## config.mk

```make
export PLATFORM = sky130hd
export DESIGN_NAME = trng_health_reader
export DESIGN_NICKNAME = d
export VERILOG_FILES = /design/src/rtl/trng_pkg.sv /design/src/rtl/trng_word_fifo.sv /design/src/rtl/trng_health_reader.sv
export SDC_FILE = /design/constraint.sdc
export NUM_CORES = 1
export LEC_CHECK = 0
export ABC_AREA = 1
export CAP_MARGIN = 20
export CORE_ASPECT_RATIO = 1.4
export CORE_MARGIN = 5
export CORE_UTILIZATION = 55
export CTS_CLUSTER_SIZE = 40
export DETAILED_ROUTE_END_ITERATION = 7
export PLACE_DENSITY = 0.75
export SYNTH_ARGS = -nofsm -noshare
export SYNTH_HDL_FRONTEND = slang
export SYNTH_HIERARCHICAL = 1
export SYNTH_SLANG_ARGS = --single-unit
```

## constraint.sdc

```tcl
create_clock -name i_clk -period 3 [get_ports i_clk]
set_input_delay 0.6 -clock i_clk [delete_from_list [all_inputs] [get_ports i_clk]]
set_output_delay 0.6 -clock i_clk [all_outputs]
set_load 0.01 [all_outputs]
```

## src/rtl/trng_pkg.sv

```systemverilog
// trng_pkg: shared types and helpers for the TRNG health reader.
// Holds the 2-bit FSM state encoding and the counter-width helper that the
// health-test counters use.
package trng_pkg;

    typedef enum logic [1:0] {
        WARMUP = 2'd0,
        RUN    = 2'd1,
        ALARM  = 2'd2
    } trng_state_t;

    // Number of bits needed to hold any value from 0 up to cutoff inclusive.
    function automatic int cnt_width(input int cutoff);
        int w;
        w = 1;
        for (int i = 1; i < 31; i++) begin
            if (int'(32'd1 << i) <= cutoff) begin
                w = i + 1;
            end else begin
                w = w;
            end
        end
        return w;
    endfunction

endpackage

```

## src/rtl/trng_word_fifo.sv

```systemverilog
// trng_word_fifo: synchronous show-ahead FIFO for health-checked TRNG words.
// o_dat always shows the head entry. Pushes are ignored when full and pops
// are ignored when empty. Flush empties the buffer and overrides a push or
// pop in the same cycle. DEPTH must be a power of two, so the pointers wrap
// naturally.
module trng_word_fifo #(
    parameter int WIDTH = 8,
    parameter int DEPTH = 4
) (
    input  logic                     i_clk,
    input  logic                     i_reset_n,
    input  logic                     i_push,
    input  logic                     i_pop,
    input  logic                     i_flush,
    input  logic [WIDTH-1:0]         i_dat,
    output logic [WIDTH-1:0]         o_dat,
    output logic                     o_full,
    output logic                     o_empty,
    output logic [$clog2(DEPTH):0]   o_fill
);

    localparam int AW = $clog2(DEPTH);

    logic [WIDTH-1:0] mem_r [DEPTH];
    logic [AW-1:0]    wr_ptr_r;
    logic [AW-1:0]    rd_ptr_r;
    logic [AW:0]      fill_r;
    logic             push_ok_s;
    logic             pop_ok_s;

    // Status flags and the qualified push/pop strobes.
    always_comb begin
        o_full    = (fill_r == (AW+1)'(DEPTH));
        o_empty   = (fill_r == '0);
        push_ok_s = i_push & ~o_full;
        pop_ok_s  = i_pop & ~o_empty;
    end

    // Read/write pointers and the occupancy count.
    always_ff @(posedge i_clk or negedge i_reset_n) begin
        if (!i_reset_n) begin
            wr_ptr_r <= '0;
            rd_ptr_r <= '0;
            fill_r   <= '0;
        end else if (i_flush) begin
            wr_ptr_r <= '0;
            rd_ptr_r <= '0;
            fill_r   <= '0;
        end else begin
            if (push_ok_s) begin
                wr_ptr_r <= wr_ptr_r + AW'(1);
            end
            if (pop_ok_s) begin
                rd_ptr_r <= rd_ptr_r + AW'(1);
            end
            case ({push_ok_s, pop_ok_s})
                2'b10:   fill_r <= fill_r + (AW+1)'(1);
                2'b01:   fill_r <= fill_r - (AW+1)'(1);
                default: fill_r <= fill_r;
            endcase
        end
    end

    // Word storage. It is cleared on reset, so o_dat starts at zero.
    always_ff @(posedge i_clk or negedge i_reset_n) begin
        if (!i_reset_n) begin
            for (int i = 0; i < DEPTH; i++) begin
                mem_r[i] <= '0;
            end
        end else if (push_ok_s && !i_flush) begin
            mem_r[wr_ptr_r] <= i_dat;
        end
    end

    assign o_dat  = mem_r[rd_ptr_r];
    assign o_fill = fill_r;

endmodule

```

## src/rtl/trng_health_reader.sv

```systemverilog
// trng_health_reader: consumer end of the TRNG word interface.
// Each word from the source is acknowledged with a same-cycle read strobe.
// The reader runs a repetition-count test and an adaptive-proportion test on
// every accepted word. Healthy words after warm-up go into a show-ahead FIFO.
// A failed test latches an alarm until i_clear_alarm is pulsed.
// Optional build macro TRNG_HEALTH_READER_STATS_EN adds a drop counter and
// sticky failure-cause flags.
module trng_health_reader
    import trng_pkg::*;
#(
    parameter int WIDTH        = 8,
    parameter int FIFO_DEPTH   = 4,
    parameter int WARMUP_WORDS = 4,
    parameter int RCT_CUTOFF   = 3,
    parameter int APT_WINDOW   = 64,
    parameter int APT_CUTOFF   = 8
) (
    input  logic                          i_clk,
    input  logic                          i_reset_n,
    input  logic [WIDTH-1:0]              i_src_dat,
    input  logic                          i_src_valid,
    output logic                          o_src_read,
    output logic [WIDTH-1:0]              o_dat,
    output logic                          o_valid,
    input  logic                          i_ready,
    output logic                          o_alarm,
    input  logic                          i_clear_alarm,
    output logic [$clog2(FIFO_DEPTH):0]   o_fill
`ifdef TRNG_HEALTH_READER_STATS_EN
    ,
    output logic [15:0]                   o_drop_cnt,
    output logic                          o_fail_rct,
    output logic                          o_fail_apt
`endif
);

    localparam int RCT_W = cnt_width(RCT_CUTOFF);
    localparam int APT_W = cnt_width(APT_CUTOFF);
    localparam int WRM_W = cnt_width(WARMUP_WORDS);
    localparam int WIN_W = $clog2(APT_WINDOW);

    localparam logic [RCT_W-1:0] RCT_MAX  = RCT_W'(RCT_CUTOFF);
    localparam logic [APT_W-1:0] APT_MAX  = APT_W'(APT_CUTOFF);
    localparam logic [WRM_W-1:0] WRM_LAST = WRM_W'(WARMUP_WORDS - 1);
    localparam logic [WIN_W-1:0] WIN_LAST = WIN_W'(APT_WINDOW - 1);

    trng_state_t      state_r;
    trng_state_t      state_nxt_s;
    logic             accept_s;
    logic             take_s;
    logic             fail_s;
    logic             clear_s;
    logic             push_s;
    logic             flush_s;
    logic             full_s;
    logic             empty_s;

    logic [WIDTH-1:0] last_word_r;
    logic [RCT_W-1:0] rep_r;
    logic [RCT_W-1:0] rep_nxt_s;
    logic             rct_fail_s;
    logic [WIDTH-1:0] ref_r;
    logic [WIDTH-1:0] ref_nxt_s;
    logic [APT_W-1:0] match_r;
    logic [APT_W-1:0] match_nxt_s;
    logic [WIN_W-1:0] win_r;
    logic [WIN_W-1:0] win_nxt_s;
    logic             apt_fail_s;
    logic [WRM_W-1:0] warm_r;

    // RCT: a zero count means there is no previous word, so the first word counts as a fresh run.
    always_comb begin
        rep_nxt_s = RCT_W'(1);
        if ((rep_r != '0) && (i_src_dat == last_word_r)) begin
            if (rep_r != RCT_MAX) begin
                rep_nxt_s = rep_r + RCT_W'(1);
            end else begin
                rep_nxt_s = rep_r;
            end
        end else begin
            rep_nxt_s = RCT_W'(1);
        end
        rct_fail_s = (rep_nxt_s >= RCT_MAX);
    end

    // APT: the first word of each window becomes the reference; later matches are counted.
    always_comb begin
        ref_nxt_s   = ref_r;
        match_nxt_s = match_r;
        if (win_r == '0) begin
            ref_nxt_s   = i_src_dat;
            match_nxt_s = APT_W'(1);
        end else if (i_src_dat == ref_r) begin
            if (match_r != APT_MAX) begin
                match_nxt_s = match_r + APT_W'(1);
            end else begin
                match_nxt_s = match_r;
            end
        end else begin
            match_nxt_s = match_r;
        end
        apt_fail_s = (match_nxt_s >= APT_MAX);
        if (win_r == WIN_LAST) begin
            win_nxt_s = '0;
        end else begin
            win_nxt_s = win_r + WIN_W'(1);
        end
    end

    // Source handshake, next-state selection, FIFO push and flush-on-alarm.
    always_comb begin
        state_nxt_s = state_r;
        accept_s    = 1'b0;
        case (state_r)
            WARMUP:  accept_s = 1'b1;
            RUN:     accept_s = ~full_s;
            ALARM:   accept_s = 1'b0;
            default: accept_s = 1'b0;
        endcase
        take_s  = i_src_valid & accept_s;
        fail_s  = take_s & (rct_fail_s | apt_fail_s);
        clear_s = (state_r == ALARM) & i_clear_alarm;
        case (state_r)
            WARMUP: begin
                if (fail_s) begin
                    state_nxt_s = ALARM;
                end else if (take_s && (warm_r == WRM_LAST)) begin
                    state_nxt_s = RUN;
                end else begin
                    state_nxt_s = WARMUP;
                end
            end
            RUN: begin
                if (fail_s) begin
                    state_nxt_s = ALARM;
                end else begin
                    state_nxt_s = RUN;
                end
            end
            ALARM: begin
                if (clear_s) begin
                    state_nxt_s = WARMUP;
                end else begin
                    state_nxt_s = ALARM;
                end
            end
            default: state_nxt_s = WARMUP;
        endcase
        push_s  = take_s & (state_r == RUN) & ~fail_s;
        flush_s = (state_nxt_s == ALARM) & (state_r != ALARM);
    end

    // FSM state register.
    always_ff @(posedge i_clk or negedge i_reset_n) begin
        if (!i_reset_n) begin
            state_r <= WARMUP;
        end else begin
            state_r <= state_nxt_s;
        end
    end

    // Health-test state. It advances on every accepted word and is wiped by an alarm clear.
    always_ff @(posedge i_clk or negedge i_reset_n) begin
        if (!i_reset_n) begin
            last_word_r <= '0;
            rep_r       <= '0;
            ref_r       <= '0;
            match_r     <= '0;
            win_r       <= '0;
        end else if (clear_s) begin
            last_word_r <= '0;
            rep_r       <= '0;
            ref_r       <= '0;
            match_r     <= '0;
            win_r       <= '0;
        end else if (take_s) begin
            last_word_r <= i_src_dat;
            rep_r       <= rep_nxt_s;
            ref_r       <= ref_nxt_s;
            match_r     <= match_nxt_s;
            win_r       <= win_nxt_s;
        end
    end

    // Warm-up word counter. It restarts for the next warm-up when RUN is entered.
    always_ff @(posedge i_clk or negedge i_reset_n) begin
        if (!i_reset_n) begin
            warm_r <= '0;
        end else if (clear_s) begin
            warm_r <= '0;
        end else if (take_s && (state_r == WARMUP)) begin
            if (state_nxt_s == RUN) begin
                warm_r <= '0;
            end else begin
                warm_r <= warm_r + WRM_W'(1);
            end
        end
    end

    trng_word_fifo #(
        .WIDTH (WIDTH),
        .DEPTH (FIFO_DEPTH)
    ) u_fifo (
        .i_clk     (i_clk),
        .i_reset_n (i_reset_n),
        .i_push    (push_s),
        .i_pop     (i_ready),
        .i_flush   (flush_s),
        .i_dat     (i_src_dat),
        .o_dat     (o_dat),
        .o_full    (full_s),
        .o_empty   (empty_s),
        .o_fill    (o_fill)
    );

    assign o_src_read = take_s;
    assign o_valid    = ~empty_s;
    assign o_alarm    = (state_r == ALARM);

`ifdef TRNG_HEALTH_READER_STATS_EN
    logic [15:0] drop_cnt_r;
    logic        fail_rct_r;
    logic        fail_apt_r;

    // Saturating count of source words lost in RUN because the FIFO was full.
    always_ff @(posedge i_clk or negedge i_reset_n) begin
        if (!i_reset_n) begin
            drop_cnt_r <= 16'd0;
        end else if ((state_r == RUN) && i_src_valid && !accept_s && (drop_cnt_r != 16'hFFFF)) begin
            drop_cnt_r <= drop_cnt_r + 16'd1;
        end
    end

    // Sticky failure-cause flags, cleared together with the alarm.
    always_ff @(posedge i_clk or negedge i_reset_n) begin
        if (!i_reset_n) begin
            fail_rct_r <= 1'b0;
            fail_apt_r <= 1'b0;
        end else if (clear_s) begin
            fail_rct_r <= 1'b0;
            fail_apt_r <= 1'b0;
        end else begin
            if (take_s && rct_fail_s) begin
                fail_rct_r <= 1'b1;
            end
            if (take_s && apt_fail_s) begin
                fail_apt_r <= 1'b1;
            end
        end
    end

    assign o_drop_cnt = drop_cnt_r;
    assign o_fail_rct = fail_rct_r;
    assign o_fail_apt = fail_apt_r;
`endif

endmodule

```

==> out/metrics.cfg, run 1 <==
[global_routing]
grt_pass1_vias=3161
antenna_found_initial=0
grt_usage=0.205
overflow=0
grt_pass1_wl_mm=13.7
grt_max_degree=47

[finish]
n_antenna_cell=0
final_cell_area_um2=4520
finish.utilization=0.652
fin_nets=530
multi_input_area_um2=1760
fill_cells=606
seq_area_um2=1800
drive_above_1_share=0.167
syn2layout_area_growth_pct=16.8

[placed_design]
io_buffers=26
dp_hpwl_mm=5.85
place_ws_ns=-0.163
place_area_um2=4330
gp_congestion=0.841

[cts]
clock-sinks=72
clk_path_buf_depth=2
cts-root-buf=clkbuf_8
path_clk_slew_ns=0.07
cts_tree=done
cts_buffers=9
postCtsSetupBuffers=0
cts_max_level=3
clk_latency_ns=0.35

[setup_path]
path_common_cell=nand2_1
cp_cell_sequence=clkdlybuf4s50_1, xnor2_1, nand2_1, nor2_1, nand3_1, nand3_2, nand2_2, nand2_4, nand3_1, inv_1, nand2_4, nand2_1, inv_1, fa_1, xor2_1, nand3_1, nand2_1, nand2_1, nand2_1
setup.worst_path.start_class=input port
rr_startpoint=ref_r[7]
path_class=input port to register
crit_fanout=3
max_stage_delay_ns=0.55
end_kind=register
startpoint=i_src_dat[2]
required_ns=3.24
arrival_ns=3.01
critPathSlowestCell=clkdlybuf4s50_1

[route]
dr.pass1.iters=4
via_per_inst=5.25
vias=3175
drc_errors=0
drt-wirelength-per-cell_um=13.3
dr.first_iter.drc_count=202
antenna_left=0
wl_mm=8.04

[logic_synthesis]
ys_warn_count=6
synthAdderAreaFrac=0.0375
synth.distinct_cells=32
synth-seq-cells=72
synthSimpleGateAreaFrac=0.250
synth_top_family_by_area=simple AND/OR/NAND/NOR gates
synthXorXnorAreaFrac=0.0249
syn_nets=483
syn_area_um2=3870
synth.mux.area_fraction=0
synth_compound_area_frac=0.141
syn_avg_cell_area_um2=8.43
synth.yosys.seq_area_share=0.465
synthCells=459

[worst_hold_path]
hp-class=input port to async pin

[die]
start_util=0.558
rows=36
die_w_um=80.9
fp.dieArea_um2=8840
coreArea_um2=6940
pin_count=27
die_y_um=109

[sta]
fin_tns_setup_ns=0
rsz0062_at_grt=false
setup_viol=0
hold_violations=0
slew_violations=0
tightest_slew_ns=0.641
period_minus_slack_ns=2.77
fin_ws_ns=0.231
fmax_mhz=361
finalCritPeriodShare=0.923
fin_skew_ns=0.00852
relSlewSlack=0.572

[power]
irDropWorstVdd_v=0.000412
finalPower_mw=4.24
p_leak_nw=2.30
power.density_nw_per_um2=937

[job]
maxCapViolCount=0

[status]
outcome=complete, no violations

[critical path, delay by kind of cell]
family | cells | cell delay [ns]
adders and majority gates | 1 | 0.41
xor gates and xnor gates | 2 | 0.32
buffers and inverters | 3 | 0.73
and+or+nand+nor | 13 | 0.93
[logic make-up (layout without fill, tap and decap cells)]
group                    Yosys count  after routing
AND/OR/NAND/NOR                  201            201
buffers and inverters             72            123
adder cells (fa/ha/maj)           11             11
AO/OA/AOI/OAI                     92             92
flip-flops                        72             72
XOR/XNOR                          11             11
[power breakdown]
part	internal [mW]	switching [mW]	leakage, nW
registers	1.35	0.292	0.922
clock network	0.398	0.343	0.0989
logic	0.815	1.04	1.28
[routing by layer]
metal	track usage	part of all wire	up-vias
li1	-	-	1582
met1	0.238	0.41	1529
met2	0.361	0.54	54
met3	0.0364	0.035	10
met4	0.101	0.017	0
met5	0	0	-
[layout make-up]
class / count / area share
well taps: 95 / 0.0263
clock buffers: 11 / 0.0313
repair buffers: 48 / 0.0963
multi-input cells: 315 / 0.388
clock inverters: 4 / 0.00996
inverters: 60 / 0.0498
flip-flops and latches: 72 / 0.398
[cell usage after synthesis, drive strengths merged]
master | count | area [um^2]
xnor2 | 6 | 52.6
nor3 | 3 | 36.3
buf | 10 | 81.3
inv | 60 | 225
clkbuf | 2 | 7.51
a21oi | 7 | 35.0
o32ai | 1 | 8.76
ha | 10 | 125
xor2 | 5 | 43.8
o31ai | 3 | 22.5
fa | 1 | 20.0
nand3 | 19 | 123
nand4 | 6 | 37.5
dfrtp | 72 | 1800
o211ai | 1 | 7.51
a32o | 1 | 10.0
nand2 | 133 | 584
o21ai | 63 | 360
o22ai | 16 | 100
nor2 | 40 | 189
[through the flow]
step / hold WS, ns / instances
after floorplan: 0.304 / 459
after global placement: 0.460 / 590
after detailed placement: 0.463 / 590
after CTS: 0.277 / 605
after global routing: 0.317 / 605
final: 0.267 / 605
[final timing paths]
check | endpoint | slack [ns] | cells after the start
worst max-delay path | u_fifo/o_fill[2] | 0.23 | 19
worst min register to register | u_fifo/mem_r[9] | 0.48 | 2
min in group i_clk | u_fifo/mem_r[9] | 0.48 | 2
worst max register to register | u_fifo/o_fill[2] | 0.56 | 18
worst min-delay path | u_fifo/mem_r[17] | 0.27 | 1
max in group asynchronous | warm_r[1] | 2.06 | 2
[placed cells by master, fill, tap and decap left out, types with 2 or more instances in the layout]
cell type,count
a21oi_1,7
buf_4,21
clkbuf_8,10
clkdlybuf4s50_1,24
clkinv_2,3
dfrtp_1,72
ha_1,10
inv_1,53
inv_2,7
nand2_1,117
nand2_2,7
nand2_4,9
nand3_1,15
nand3_2,3
nand4_1,6
nor2_1,34
nor2_2,3
nor2_4,2
nor3_2,2
o21ai_0,31
o21ai_1,20
o21ai_2,12
o22ai_1,16
o31ai_1,3
xnor2_1,6
xor2_1,5
[sequential cells by signal, summed over array words and instances, names as in the netlist]
register and count:
rep_r 2, win_r 6, u_fifo/wr_ptr_r 2, u_fifo/rd_ptr_r 2, match_r 4, u_fifo/mem_r 32
state_r 2, ref_r 8, warm_r 3, last_word_r 8, u_fifo/o_fill 3
[what timing repair did]
item / 4_1_cts / 5_1_grt
gates resized for setup: 0 / 1
hold endpoints to repair: 0 / 0
setup endpoints to repair: 0 / 1
hold buffers: 0 / 0
(Power assumes the default switching activity.)
==> run 2: changes to the inputs <==
--- a/config.mk
+++ b/config.mk
@@ -9,10 +9,10 @@
 export CAP_MARGIN = 20
 export CORE_ASPECT_RATIO = 1.4
 export CORE_MARGIN = 5
-export CORE_UTILIZATION = 55
+export CORE_UTILIZATION = 40
 export CTS_CLUSTER_SIZE = 40
 export DETAILED_ROUTE_END_ITERATION = 7
-export PLACE_DENSITY = 0.75
+export SKIP_LAST_GASP = 1
 export SYNTH_ARGS = -nofsm -noshare
 export SYNTH_HDL_FRONTEND = slang
 export SYNTH_HIERARCHICAL = 1
==> out/metrics.cfg, run 2 (synthesis results as in run 1) <==
[route]
wl_mm=8.50
dr.first_iter.drc_count=139
vias=3135
via_per_inst=5.05
dr.pass1.iters=4
antenna_left=0
drt-wirelength-per-cell_um=13.7
drc_errors=0

[sta]
fin_skew_ns=0.00839
finalCritPeriodShare=0.913
tightest_slew_ns=0.632
slew_violations=0
fmax_mhz=365
setup_viol=0
whs_ns=0.283
rsz0062_at_grt=false
period_minus_slack_ns=2.74
relSlewSlack=0.579
hold_violations=0

[power]
p_leak_nw=2.36
power.density_nw_per_um2=992
irDropWorstVdd_v=0.000435

[global_routing]
grt_max_degree=47
grt_pass1_wl_mm=14.7
overflow=0
grt_pass1_vias=3139
grt_usage=0.157
antenna_found_initial=0

[die]
die_y_um=126
coreArea_um2=9460
fp.dieArea_um2=11800
pin_count=27
start_util=0.409
die_w_um=93.1
rows=42

[finish]
final_cell_mix=117 x nand2_1, 72 x dfrtp_1, 52 x inv_1
drive_above_1_share=0.170
largest_reg_flops=32
n_antenna_cell=0
final_common_cell=nand2_1
reg_top3=u_fifo/mem_r (32), last_word_r (8), ref_r (8)
fin_nets=530
top_register=u_fifo/mem_r
fin_cells=621
syn2layout_area_growth_pct=20.7

[setup_path]
end_kind=register
rr_startpoint=ref_r[7]
r2r_setup_slack_ns=0.61
startpoint=i_src_dat[0]
crit_fanout=2
required_ns=3.22
path_class=input port to register
rr_worst_depth=18
arrival_ns=2.96
rr_endpoint=u_fifo/o_fill[2]
setup.worst_path.start_class=input port

[worst_hold_path]
hp-class=input port to async pin

[placed_design]
dp_cells=605
gp_congestion=0.836
dp_hpwl_mm=6.16
io_buffers=26

[job]
maxCapViolCount=0

[cts]
cts_tree=done
clock-sinks=72
path_clk_slew_ns=0.06
clk_latency_ns=0.34
cts_max_level=3
cts_buffers=9
postCtsSetupBuffers=0
clk_path_buf_depth=2
cts-root-buf=clkbuf_16

[status]
outcome=complete, no violations

run 2: changes by cell type in the layout (fill, tap and decap cells not counted):
| cell | delta |
|---|---|
| bufinv_16 | +1 |
| clkbuf_16 | +9 |
| clkbuf_8 | -10 |
| clkdlybuf4s50_1 | -1 |
| clkinv_4 | +1 |
| dlymetal6s2s_1 | +1 |
| inv_1 | -1 |
| inv_2 | +1 |
run 2: routing by layer:
layer | global-route usage | vias up | wire, um
li1 | - | 1577 | -
met1 | 0.186 | 1489 | 3730
met2 | 0.270 | 54 | 4310
met3 | 0.0296 | 15 | 268
met4 | 0.0785 | 0 | 194
met5 | 0 | - | 0
run 2: final cells by class:
cell class / count / area (um^2)
tap: 110 / 138
clock inverter: 6 / 83.8
multi-input combinational: 315 / 1760
sequential: 72 / 1800
timing repair buffer: 48 / 438
fill: 901 / 4790
inverter: 60 / 225
clock buffer: 10 / 229
run 2: how the worst max path moves through the flow:
stage,to,slack (ns),cells past startpoint
2_1_floorplan,u_fifo/o_fill[2],0.43,18
3_3_place_gp,u_fifo/o_fill[2],-0.08,19
3_5_place_dp,u_fifo/o_fill[2],-0.12,19
4_1_cts,u_fifo/o_fill[2],0.22,19
5_1_grt,u_fifo/o_fill[2],0.004,19
6_report,u_fifo/o_fill[2],0.26,19
run 2: power by group:
group,switching [mW],internal (mW)
Clock,0.400,0.724
Combinational,1.05,0.814
Sequential,0.293,1.35
run 2: metrics by stage:
stage	setup TNS (ns)	util	cell area [um^2]	worst slack [ns]	power (mW)
final	0	0.494	4670	0.261	4.63
after global routing	0	0.494	4670	0.00350	5.03
after CTS	0	0.493	4670	0.223	4.69
after detailed placement	-0.187	0.460	4350	-0.123	3.55
after global placement	-0.0788	0.460	4350	-0.0782	3.48
after floorplan	0	-	3870	0.431	2.90
run 2: critical path: stages:
cell and delay [ns]:
clkdlybuf4s50_1 0.53, xnor2_1 0.14, nand2_1 0.10, nor2_1 0.09, nand3_1 0.09, nand3_2 0.10
nand2_2 0.07, nand2_4 0.06, nand3_1 0.07, inv_2 0.09, nand2_4 0.05, nand2_1 0.08
inv_1 0.05, fa_1 0.40, xor2_1 0.18, nand3_1 0.10, nand2_1 0.05, nand2_1 0.05
nand2_1 0.05
run 2: what timing repair did:
item                                    CTS  global route
hold buffers                              0             0
gates resized for setup                   0             3
endpoints found under the setup margin    0             1
